==> src/rtl/conway_seed_controller.sv <==
// conway_seed_controller: loads a seed board row-by-row, then paces generations of a conway_cell grid.
// Ports: clk/rst (sync, active-high); load, run, step control levels;
// seed_data/seed_valid/seed_ready row stream; state_0 seed vector (row r at [r*N +: N]);
// board_rst/board_ena drive the cells; generation counts pulses since last seed; busy in LOAD/APPLY.
module conway_seed_controller #(
    parameter int N        = 8,
    parameter int M        = 8,
    parameter int TICK_DIV = 1000000,
    parameter int GEN_W    = 16
) (
    input  logic             clk,
    input  logic             rst,
    input  logic             load,
    input  logic [N-1:0]     seed_data,
    input  logic             seed_valid,
    output logic             seed_ready,
    input  logic             run,
    input  logic             step,
    output logic [N*M-1:0]   state_0,
    output logic             board_rst,
    output logic             board_ena,
    output logic [GEN_W-1:0] generation,
    output logic             busy
);
    localparam int TW = $clog2(TICK_DIV + 1);
    localparam int RW = (M > 1) ? $clog2(M) : 1;
    typedef enum logic [1:0] {LOAD, APPLY, PAUSED, RUNNING} state_t;
    state_t           state, state_n;
    logic [RW-1:0]    row, row_n;
    logic [TW-1:0]    tick, tick_n;
    logic             apply_cnt, apply_cnt_n;
    logic             step_q;
    logic [N*M-1:0]   state_0_n;
    logic [GEN_W-1:0] generation_n;
    logic             ena_n;
    logic             last_row;
    always_ff @(posedge clk) begin
        if (rst) begin
            state      <= LOAD;
            row        <= '0;
            tick       <= '0;
            apply_cnt  <= 1'b0;
            step_q     <= 1'b0;
            state_0    <= '0;
            generation <= '0;
            board_rst  <= 1'b1;
            board_ena  <= 1'b0;
            seed_ready <= 1'b1;
            busy       <= 1'b1;
        end else begin
            state      <= state_n;
            row        <= row_n;
            tick       <= tick_n;
            apply_cnt  <= apply_cnt_n;
            step_q     <= step;
            state_0    <= state_0_n;
            generation <= generation_n;
            board_rst  <= state_n == LOAD || state_n == APPLY;
            board_ena  <= ena_n;
            seed_ready <= state_n == LOAD;
            busy       <= state_n == LOAD || state_n == APPLY;
        end
    end
    // ena_n is a registered pulse: it is computed for the cycle in which the
    // tick counter will sit at its terminal count, so the pulse and the count align.
    always_comb begin
        state_n      = state;
        row_n        = row;
        tick_n       = tick;
        apply_cnt_n  = apply_cnt;
        state_0_n    = state_0;
        generation_n = generation;
        ena_n        = 1'b0;
        last_row     = row == RW'(M - 1);
        case (state)
            LOAD: if (seed_valid && seed_ready) begin
                state_0_n[row*N +: N] = seed_data;
                row_n       = last_row ? '0 : row + RW'(1);
                state_n     = last_row ? APPLY : LOAD;
                apply_cnt_n = 1'b0;
            end
            APPLY: begin
                apply_cnt_n = 1'b1;
                state_n     = apply_cnt ? PAUSED : APPLY;
            end
            PAUSED: if (load) begin
                state_n      = LOAD;
                generation_n = '0;
            end else if (run) begin
                state_n = RUNNING;
                tick_n  = '0;
                ena_n   = tick_n == TW'(TICK_DIV - 1);
            end else begin
                ena_n = step & ~step_q;
            end
            RUNNING: if (load) begin
                state_n      = LOAD;
                generation_n = '0;
            end else if (!run) begin
                state_n = PAUSED;
                tick_n  = '0;
            end else begin
                tick_n = (tick == TW'(TICK_DIV - 1)) ? '0 : tick + TW'(1);
                ena_n  = tick_n == TW'(TICK_DIV - 1);
            end
            default: state_n = LOAD;
        endcase
        generation_n = ena_n ? generation + GEN_W'(1) : generation_n;
    end
endmodule

==> config.mk <==
export PLATFORM = sky130hd
export DESIGN_NAME = conway_seed_controller
export DESIGN_NICKNAME = d
export VERILOG_FILES = /design/src/rtl/conway_seed_controller.sv
export SDC_FILE = /design/constraint.sdc
export NUM_CORES = 1
export LEC_CHECK = 0
export ABC_CLOCK_PERIOD_IN_PS = 3400
export CORE_MARGIN = 5
export CORE_UTILIZATION = 53
export CTS_BUF_LIST = sky130_fd_sc_hd__clkbuf_8
export CTS_CLUSTER_DIAMETER = 50
export CTS_CLUSTER_SIZE = 12
export DETAILED_ROUTE_END_ITERATION = 6
export GPL_ROUTABILITY_DRIVEN = 0
export PLACE_DENSITY = 0.87
export SLEW_MARGIN = 20
export SYNTH_ARGS = -nofsm -noshare
export SYNTH_HDL_FRONTEND = slang
export SYNTH_SLANG_ARGS = --single-unit
==> constraint.sdc <==
create_clock -name clk -period 3.4 [get_ports clk]
set_input_delay 0.34 -clock clk [delete_from_list [all_inputs] [get_ports clk]]
set_output_delay 0.34 -clock clk [all_outputs]
set_load 0.03 [all_outputs]
==> impl_metrics.json <==
{
  "synth_cell_type_count": 51,
  "start_util_pct": 53.8,
  "io_buffer_count": 97,
  "critPathArrivalTime_ns": 3.42,
  "first_global_vias": 4406,
  "io_pins": 98,
  "htree_levels": 3,
  "ys_ff_latch": 110,
  "dp_hpwl_um": 8950,
  "path_class": "flop to flop",
  "status": "finished clean",
  "timing.hold.ws_ns": 0.462,
  "syn-instance-count": 596,
  "crit_path_end_kind": "flop",
  "start_kind": "flop",
  "synth_top_family_by_area": "simple AND/OR/NAND/NOR gates",
  "synth_compound_area_share_pct": 13.5,
  "clock_latency_ns": 0.37,
  "final_cell_mix": "110 x dfxtp_1, 96 x clkdlybuf4s50_1, 78 x nand2_1",
  "core-area_sq_um": 9150,
  "clock-sinks": 110,
  "syn_area_sq_um": 4920,
  "clock.fmax_ghz": 0.319,
  "numCtsBuffers": 9,
  "multi_input_area_sq_um": 2510,
  "via_count": 4564,
  "hold_viol": 0,
  "grt.overflow.total": 0,
  "r2r_cells": 9,
  "cp_max_fo": 8,
  "rsz0062_at_grt": "no",
  "finalWorstPathRequiredPeriod_ns": 3.13,
  "ir_drop_uv": 239,
  "grt_antenna_before_repair": 0,
  "finalSetupTns_ns": 0,
  "syn_nets": 616,
  "drt_iter0_drc": 250,
  "dieArea_sq_um": 11300,
  "path_clk_slew_ns": 0.12,
  "firstDrtPassIters": 7,
  "cts_setup_buffers": 0,
  "ant_nets": 0,
  "rows": 35,
  "area_delta_synth_final_pct": 25.3,
  "synthMuxAreaShare_pct": 8.39,
  "yosys_warnings": 0,
  "drv_slew": 0,
  "die_x_um": 106,
  "synthAdderAreaFrac_pct": 1.53,
  "fin_nets": 699,
  "worst_slack_ns": 0.266,
  "finalSetupViolCount": 0,
  "final_layout_size_suffix_gt1_share_pct": 6.43,
  "grt_max_degree": 63,
  "min_from": "rst",
  "maxCapViolCount": 0,
  "skew_ns": 0.0150,
  "antenna_cells": 0,
  "synth_ff_type": "dfxtp_1",
  "cts_root_buffer": "clkbuf_8",
  "crit_path_end": "generation[10]",
  "synthSimpleGateAreaFrac_pct": 26.4,
  "synth_edf_count": 0,
  "reg2reg_setup_slack_ns": 0.27,
  "tritoncts": "yes",
  "yosysSeqAreaShare_pct": 44.7,
  "wl_per_cell_um": 15.8,
  "routed_wl_um": 12500,
  "worst_slew_pin_slew_ns": 0.853,
  "relSlewSlack_pct": 42.7,
  "cts-hold-fix-buffers": 0,
  "post-route-period-util_pct": 92.2,
  "register_area_sq_um": 2200,
  "preCtsSetupSlack_ns": 0.371,
  "crit_required_ns": 3.69,
  "worstReg2RegStart": "tick[0]",
  "cts_max_path_buffers": 2,
  "n_fill_cell": 738,
  "worst_hold_path_type": "primary input to flop",
  "grt_pass1_wl_um": 21100,
  "drc": 0,
  "layout_commonest_cell": "dfxtp_1",
  "grt.total_usage_pct": 22.5,
  "r2r-end": "generation[10]",
  "power-per-cell-area_nw_per_um2": 366,
  "cts_resized": 0,
  "via_per_inst": 5.74,
  "die_h_um": 106,
  "avgSynthCellArea_sq_um": 8.26,
  "synth_xor_area_share_pct": 1.25,
  "p_leak_nw": 2.07,
  "critPathLaunch": "tick[0]",
  "synthArstFlopShare_pct": 0
}
cell type report:
cell class	instances	share of cell area, %
multi-input cells	432	40.7
flip-flops and latches	110	35.7
repair buffers	107	16.9
well taps	111	2.25
clock buffers	9	2.01
clock inverters	7	1.26
inverters	19	1.16
layer usage:
metal,vias to the layer above,wire [um],track usage [%]
li1,2247,-,-
met1,2162,5530,29.3
met2,135,6210,38.3
met3,20,588,2.98
met4,0,206,7.59
met5,-,0,0
cell usage after synthesis (all sizes together), types with 7 or more instances:
library cell  number  area, sq um
a21oi             62          314
buf                8         36.3
clkbuf            27          101
dfxtp            110         2200
inv               19         71.3
mux2i             39          390
nand2             78          293
nand2b             7         43.8
nand3             42          210
nor2              75          282
nor3              15         85.1
nor4              10         98.8
o21ai             18         90.1
o32ai              8         70.1
metrics by stage:
step	power, mW	instance area (sq um)	util, %	instances
floorplan	1.44	4920	-	596
global placement	1.49	5960	65.2	779
detailed placement	1.50	5960	65.2	779
finish	2.26	6170	67.4	795
global route	2.35	6170	67.4	795
CTS	2.27	6160	67.4	795
where the power goes:
group	internal [mW]	leakage [nW]	switching (mW)
registers	1.30	0.887	0.00808
logic	0.0584	1.08	0.105
clock network	0.293	0.103	0.497
flip-flops by register name, summed over array words and instances (netlist names):
name / cells
apply_cnt: 1
busy: 1
seed_ready: 1
state_0: 64
tick: 20
state: 2
generation: 16
row: 3
step_q: 1
board_ena: 1
logic make-up (layout without fill, tap and decap cells):
group           Yosys count  in the layout
compound gates          113            113
xor+xnor                  7              7
fa+ha+maj                 6              6
buf+inv                  54            142
flops                   110            110
mux                      41             41
simple gates            265            265
worst max-delay path: stages, from the launching register on:
cell	delay, ns
dfxtp_1	0.50
ha_1	0.26
nand3_1	0.22
nor3_2	0.19
and4_2	0.28
mux2_2	0.34
nor3_1	0.35
a21oi_2	0.17
or3_1	0.45
o31ai_1	0.29
how the worst min path moves through the flow:
stage | to | slack [ns] | depth (start not counted)
floorplan | tick[19] | 0.45 | 2
global placement | state_0[38] | 0.44 | 2
detailed placement | state_0[49] | 0.45 | 2
CTS | state_0[49] | 0.46 | 2
global route | state_0[22] | 0.49 | 2
finish | tick[12] | 0.46 | 2
Power figures use the tool's default switching activity.
